--- src/rtl/pool2d_stream_kxk.sv ---
// pool2d_stream_kxk: streaming KxK "same"-padded 2D pooling engine.
//
// One raster-order pixel is taken per accepted cycle. A linear shift buffer
// holds the last (Kernel-1)*(IMG_Width+1) pixels. Together with the incoming
// pixel it covers every cell of the KxK window centred P rows and P columns
// behind the newest pixel. After the last pixel of a frame the block
// self-flushes P*W+P zero pixels so the bottom/right border windows complete.
//
// Ports:
//   CLK         clock, all logic on the rising edge
//   CLR         synchronous active-high reset / frame abort
//   In          signed input pixel (Datawidth bits)
//   Valid_IN    pixel valid; accepted when Valid_IN & In_Ready
//   Mode        0 = average, 1 = max; latched on first pixel of a frame
//   In_Ready    low only while the block flushes the frame tail
//   Out         pooled result (signed)
//   Valid_OUT   one-cycle qualifier per output
//   Frame_Done  pulse coincident with the last Valid_OUT of a frame
//   Dbg_State   current FSM state (IDLE=0, RUN=1, FLUSH=2)
//
// Handshake: a pixel transfers on a rising edge where Valid_IN and In_Ready
// are both high. The output side has no backpressure; Valid_OUT qualifies Out
// for exactly one cycle, two cycles after the feed that completes the window.
//
// Optional build macro POOL_RELU_EN: negative results are clamped to 0
// before the Out register, in both modes. Latency is unchanged.
module pool2d_stream_kxk #(
  parameter int IMG_Width  = 8,
  parameter int IMG_Height = 8,
  parameter int Datawidth  = 16,
  parameter int Kernel     = 3,
  parameter int Stride     = 1
) (
  input  logic                        CLK,
  input  logic                        CLR,
  input  logic signed [Datawidth-1:0] In,
  input  logic                        Valid_IN,
  input  logic                        Mode,
  output logic                        In_Ready,
  output logic signed [Datawidth-1:0] Out,
  output logic                        Valid_OUT,
  output logic                        Frame_Done,
  output logic [1:0]                  Dbg_State
);
  localparam int P      = (Kernel - 1) / 2;
  localparam int KK     = Kernel * Kernel;
  localparam int CTR    = P * Kernel + P;
  localparam int SRL    = (Kernel - 1) * (IMG_Width + 1);
  localparam int NPIX   = IMG_Width * IMG_Height;
  localparam int NLEAD  = P * IMG_Width + P;
  localparam int NTOT   = NPIX + NLEAD;
  localparam int NW     = $clog2(NTOT);
  localparam int RW     = $clog2(IMG_Height);
  localparam int CW     = $clog2(IMG_Width);
  localparam int SW     = Datawidth + $clog2(KK);
  localparam int LAST_R = ((IMG_Height - 1) / Stride) * Stride;
  localparam int LAST_C = ((IMG_Width - 1) / Stride) * Stride;

  typedef enum logic [1:0] {
    ST_IDLE  = 2'd0,
    ST_RUN   = 2'd1,
    ST_FLUSH = 2'd2
  } state_t;

  state_t                      state_q, state_d;
  logic [NW-1:0]               n_q, n_d;      // feed index within the frame
  logic [RW-1:0]               cr_q, cr_d;    // centre row of the next window
  logic [CW-1:0]               cc_q, cc_d;    // centre column of the next window
  logic                        mode_q, mode_d;
  logic                        feed, complete;
  logic signed [Datawidth-1:0] feed_px;

  logic signed [Datawidth-1:0] sr_q [SRL];
  logic signed [Datawidth-1:0] tap [SRL+1];
  logic signed [Datawidth-1:0] win_d [KK];
  logic signed [Datawidth-1:0] win_q [KK];
  logic [KK-1:0]               msk_d, msk_q;
  logic                        v1_d, v1_q, last1_d, last1_q, mode1_q;

  logic signed [SW-1:0]        sum;
  logic signed [SW:0]          quo;
  logic signed [Datawidth-1:0] mx, res;

  assign Dbg_State = state_q;

  // FSM next state and feed control
  always_comb begin
    state_d  = state_q;
    In_Ready = (state_q != ST_FLUSH);
    // In FLUSH a zero pixel is fed every cycle and Valid_IN is ignored.
    feed     = (state_q == ST_FLUSH) || Valid_IN;
    feed_px  = (state_q == ST_FLUSH) ? '0 : In;
    unique case (state_q)
      ST_IDLE:  if (Valid_IN) state_d = ST_RUN;
      ST_RUN:   if (Valid_IN && n_q == NW'(NPIX - 1)) state_d = ST_FLUSH;
      ST_FLUSH: if (n_q == NW'(NTOT - 1)) state_d = ST_IDLE;
      default:  state_d = ST_IDLE;
    endcase
  end

  // Counters; the first P*W+P feeds only prime the buffer.
  always_comb begin
    n_d      = n_q;
    cr_d     = cr_q;
    cc_d     = cc_q;
    mode_d   = mode_q;
    complete = feed && (n_q >= NW'(NLEAD));
    if (state_q == ST_IDLE && Valid_IN) mode_d = Mode;
    if (feed) n_d = (n_q == NW'(NTOT - 1)) ? '0 : n_q + 1'b1;
    if (complete) begin
      if (cc_q == CW'(IMG_Width - 1)) begin
        cc_d = '0;
        cr_d = (cr_q == RW'(IMG_Height - 1)) ? '0 : cr_q + 1'b1;
      end else begin
        cc_d = cc_q + 1'b1;
      end
    end
    v1_d    = complete && (int'(cr_q) % Stride == 0) && (int'(cc_q) % Stride == 0);
    last1_d = (cr_q == RW'(LAST_R)) && (cc_q == CW'(LAST_C));
  end

  // Window gather: cell (i,j) is offset (Kernel-1-i)*W + (Kernel-1-j) behind
  // the newest pixel. The column test also masks buffer wrap across rows.
  always_comb begin
    msk_d  = '0;
    tap[0] = feed_px;
    for (int k = 1; k <= SRL; k++) tap[k] = sr_q[k-1];
    for (int i = 0; i < Kernel; i++) begin
      for (int j = 0; j < Kernel; j++) begin
        msk_d[i*Kernel+j] = (int'(cr_q) + i - P >= 0) && (int'(cr_q) + i - P < IMG_Height) &&
                            (int'(cc_q) + j - P >= 0) && (int'(cc_q) + j - P < IMG_Width);
        win_d[i*Kernel+j] = msk_d[i*Kernel+j] ? tap[(Kernel-1-i)*IMG_Width + (Kernel-1-j)] : '0;
      end
    end
  end

  // Reduce: pad-inclusive average (padding already zeroed) or in-image max.
  always_comb begin
    sum = '0;
    for (int k = 0; k < KK; k++) sum = sum + SW'(win_q[k]);
    // Signed division truncates toward zero.
    quo = (SW+1)'(sum) / (SW+1)'(KK);
    mx  = win_q[CTR];
    for (int k = 0; k < KK; k++) begin
      if (msk_q[k] && win_q[k] > mx) mx = win_q[k];
    end
    res = mode1_q ? mx : quo[Datawidth-1:0];
`ifdef POOL_RELU_EN
    if (res < 0) res = '0;
`else
    res = res;
`endif
  end

  // Control and output registers
  always_ff @(posedge CLK) begin
    if (CLR) begin
      state_q    <= ST_IDLE;
      n_q        <= '0;
      cr_q       <= '0;
      cc_q       <= '0;
      mode_q     <= 1'b0;
      v1_q       <= 1'b0;
      last1_q    <= 1'b0;
      mode1_q    <= 1'b0;
      Out        <= '0;
      Valid_OUT  <= 1'b0;
      Frame_Done <= 1'b0;
    end else begin
      state_q    <= state_d;
      n_q        <= n_d;
      cr_q       <= cr_d;
      cc_q       <= cc_d;
      mode_q     <= mode_d;
      v1_q       <= v1_d;
      last1_q    <= last1_d;
      mode1_q    <= mode_q;
      if (v1_q) Out <= res;
      Valid_OUT  <= v1_q;
      Frame_Done <= v1_q && last1_q;
    end
  end

  // Line buffer and window register; contents need no reset (masked).
  always_ff @(posedge CLK) begin
    if (feed) begin
      sr_q[0] <= feed_px;
      for (int k = 1; k < SRL; k++) sr_q[k] <= sr_q[k-1];
    end
    if (complete) begin
      for (int k = 0; k < KK; k++) win_q[k] <= win_d[k];
      msk_q <= msk_d;
    end
  end
endmodule

--- config.mk ---
export PLATFORM = sky130hd
export DESIGN_NAME = pool2d_stream_kxk
export DESIGN_NICKNAME = d
export VERILOG_FILES = /design/src/rtl/pool2d_stream_kxk.sv
export SDC_FILE = /design/constraint.sdc
export NUM_CORES = 1
export LEC_CHECK = 0
export CAP_MARGIN = 5
export CORE_ASPECT_RATIO = 1.75
export CORE_MARGIN = 2
export CORE_UTILIZATION = 50
export CTS_CLUSTER_SIZE = 40
export DETAILED_ROUTE_END_ITERATION = 8
export GPL_ROUTABILITY_DRIVEN = 0
export PLACE_DENSITY = 0.66
export SLEW_MARGIN = 10
export SYNTH_ARGS = -nofsm -noshare
export SYNTH_HDL_FRONTEND = slang
export SYNTH_SLANG_ARGS = --single-unit
export TNS_END_PERCENT = 50
--- constraint.sdc ---
create_clock -name CLK -period 46.8 [get_ports CLK]
set_clock_uncertainty 0.1 [all_clocks]
set_input_delay 14.04 -clock CLK [delete_from_list [all_inputs] [get_ports CLK]]
set_output_delay 14.04 -clock CLK [all_outputs]
set_load 0.1 [all_outputs]
==> metrics.md <==
| Metric | Value |
|---|---|
| Crit path DAT | `~23 ns` |
| Fin nets | `between 2000 and 3000` |
| Syn Nets | `2687` |
| Mean Syn Cell Area | `11.8 um2` |
| Crit-path max FO | `31` |
| Pleak | `12.1 nW` |
| Worst-path clk slew | `~0.060 ns` |
| Post-route setup slack | `24.42 ns` |
| Synth unique cells | `between 100 and 150` |
| Largest cells by area after synthesis | `edfxtp_1 47%, fa_1 8.2%, ha_1 7.9%, inv_1 3.0%, dfxtp_1 2.6%` |
| Post-synth ARST share | `0%` |
| Slew Limit Headroom | `25.6%` |
| Maximum vdd drop | `26.7 uV` |
| Port bufs | `40` |
| DIE WIDTH | `183 um` |
| Crit Reg-Reg Endpoint | `Out[0]$_SDFFE_PP0P_` |
| CTS tree | `yes` |
| GRT Overall Usage | `24.1%` |
| Initial Util | `50.3%` |
| Hold endpoint | `sr_q[7][4]$_DFFE_PP_` |
| DR pass1 iterations | `5` |
| Final Hold Vio Count | `0` |
| Remaining global-route overflow | `0` |
| CP endpoint kind | `register` |
| Post-DRT Antenna Nets | `0` |
| # rows | `around 120` |
| Warnings, synthesis | `0` |
| Pin count of the biggest net entering global routing | `160` |
| Resized Gates After CTS | `0` |
| Pre-CTS WS | `24.73 ns` |
| Clock latency on the worst-skew pair | `0.59 ns` |
| Count leader, synth | `edfxtp_1` |
| Initial DRC Count | `approximately 1300` |
| RSZ-0062 raised after global routing | `no` |
| Min Tclk post-route | `22.38 ns` |
| Hold Path Stages | `0` |
| Hold Path Origin | `sr_q[6][4]$_DFFE_PP_` |
| First-pass GRT wire length | `107000 um` |
| Worst-Margin Slew | `1.12 ns` |
| Mapped Area | `28100 um2` |
| Finish-stage setup viols | `0` |
| Setup Crit Path Kind | `register to register` |
| Critical path required time | `around 47 ns` |
| Clock root buffer | `clkbuf_16` |
| Wire per inst | `21.8 um` |
| FF-to-FF Start | `win_q[0][65]$_DFFE_PP_` |
| CTS Buf Count | `44` |
| Initial antenna violation count | `0` |
| Status | `complete, no violations` |
| Core Region | `55800 um2` |
| Area grow syn2layout | `9.35%` |
| Final worst path period share | `a little under half` |
| Diode count | `0` |
| Yosys top cell by area | `edfxtp_1` |
| Residual DRC | `0` |
| Clock buffer depth | `3` |
| Clock sink count | `477` |
| CP max-delay cell | `o21a_1` |
| Reg2reg setup slack | `24.42 ns` |
| Top cell type's share of synthesized area | `47.0%` |
| Post-CTS setup buffer count | `0` |
| Full die area | `around 58000 um2` |
| Total vias in the final route | `18579` |
| CP Launch Type | `register` |
| CP dominant cell by count | `a21oi_1` |
| Sequential share of the synthesized area | `49.7%` |
| Predominant post-synthesis flop cell | `edfxtp_1` |
| Detail Placement HPWL | `52500 um` |
| Layout cells sized above 1 | `7.36%` |
| Count of pins over their slew limit | `0` |
| Max-cap viol count | `0` |
| Worst Hold Class | `register to register` |
| Fin util | `55.0%` |
| Post-Synthesis Cells | `2375` |
| CTS Hold Bufs | `0` |
| Die height | `318 um` |
| WHS | `approximately 0.31 ns` |
| Max Freq | `around 45 MHz` |
| Via density | `around 5.9` |
| WL final | `68800 um` |
| Synth top cells by count | `440 x edfxtp_1, 224 x inv_1, 177 x ha_1, 141 x nand2_1, 127 x nor2_1` |
| Number of global-route vias before repair | `around 19000` |
| I/O pins | `41` |
| Slowest Stage Delay on Critical Path | `approximately 0.66 ns` |
| H-tree Lvls | `2` |
| #FFs+latches synth | `477` |
| Power density over cell area | `28.5 nW/um2` |
| Post-synth EDFFs | `440` |
| R2R depth | `about 120` |
| Total negative slack | `0 ns` |
[final cells by class]
type | count | area [um2]
Fill cell | 4625 | 25100
Sequential cell | 477 | 14000
Multi-Input combinational cell | 1606 | 13100
Clock buffer | 50 | 1130
Tap cell | 702 | 878
Inverter | 224 | 846
Timing Repair Buffer | 61 | 571
Clock inverter | 28 | 294
[report_power, final]
group / internal [mW] / switching, mW
Clock: 0.199 / 0.162
Combinational: 0.00929 / 0.0166
Sequential: 0.481 / 0.00631
[routing by layer]
layer,routed length (um),global-route usage [%]
met3,2470,2.44
met2,36800,44.6
met5,0,0
met4,4710,14.5
met1,24800,26.3
[logic make-up (layout without fill, tap and decap cells)]
kind of cell / count (synthesis) / after routing / synth area share, %
XOR/XNOR: 72 / 72 / 2.32
buffers and inverters: 292 / 363 / 4.02
adder cells (fa/ha/maj): 293 / 293 / 16.1
AO/OA/AOI/OAI: 489 / 489 / 12.0
AND/OR/NAND/NOR: 661 / 661 / 12.5
flip-flops: 477 / 477 / 49.7
multiplexers: 91 / 91 / 3.39
[critical path: cells and delay by family, from the launching register on]
family / cells / cell delay (ns)
muxes: 7 / 2.09
adders and majority gates: 9 / 2.64
AOI/OAI and AO/OA: 65 / 12.10
and+or+nand+nor: 34 / 3.36
buffers and inverters: 7 / 1.45
DFF: 1 / 0.48
[cell usage in the layout (no fill, tap or decap), types with 8 or more instances in the layout]
master / synthesis / routed
mux2_2: 23 / 23
fa_1: 115 / 115
o21a_1: 14 / 14
nor2_1: 127 / 127
xnor2_1: 44 / 44
nand2_1: 141 / 141
a21oi_1: 118 / 118
o21ai_0: 109 / 108
buf_4: 2 / 20
ha_1: 177 / 177
mux2i_1: 67 / 67
a31oi_1: 15 / 15
clkinv_2: 0 / 8
or2_2: 9 / 9
a21o_1: 46 / 46
and3_1: 23 / 23
a211oi_1: 12 / 12
or3_1: 13 / 13
nor2b_1: 59 / 59
nand2b_1: 23 / 22
inv_1: 224 / 223
a311oi_1: 8 / 8
nor3_1: 32 / 29
xor2_1: 25 / 25
edfxtp_1: 440 / 440
dfxtp_1: 37 / 37
clkdlybuf4s50_1: 0 / 40
nand3_1: 33 / 33
o21ai_1: 18 / 16
and2_1: 113 / 113
o211ai_1: 21 / 21
nand4_1: 39 / 39
clkbuf_16: 0 / 44
[registers in the layout, summed over array words and instances, names as in the netlist]
| signal | flops |
|---|---|
| msk_q | 8 |
| v1_q | 1 |
| Frame_Done | 1 |
| mode_q | 1 |
| Out | 16 |
| Valid_OUT | 1 |
| last1_q | 1 |
| cc_q | 3 |
| n_q | 7 |
| mode1_q | 1 |
| Dbg_State | 2 |
| win_q | 144 |
| sr_q | 288 |
| cr_q | 3 |
[stage by stage]
stage          power [mW]  std cells  cell area [um2]
5_1_grt             0.900       3148            30700
4_1_cts             0.882       3148            30700
3_5_place_dp        0.522       3070            29300
6_report            0.874       3148            30700
3_3_place_gp        0.521       3070            29300
2_1_floorplan       0.515       2375            28100
[worst max path at each step]
| stage | startpoint | endpoint | slack [ns] | depth (start not counted) |
|---|---|---|---|---|
| floorplan | Valid_IN | cr_q[1]$_SDFFE_PP0P_ | 18.21 | 8 |
| global placement | win_q[0][65]$_DFFE_PP_ | Out[0]$_SDFFE_PP0P_ | 25.23 | 123 |
| detailed placement | win_q[0][65]$_DFFE_PP_ | Out[0]$_SDFFE_PP0P_ | 24.73 | 123 |
| CTS | win_q[0][65]$_DFFE_PP_ | Out[0]$_SDFFE_PP0P_ | 24.68 | 122 |
| global route | win_q[0][65]$_DFFE_PP_ | Out[0]$_SDFFE_PP0P_ | 22.17 | 123 |
| finish | win_q[0][65]$_DFFE_PP_ | Out[0]$_SDFFE_PP0P_ | 24.42 | 122 |
No activity file was read; power rests on OpenSTA's default activity.
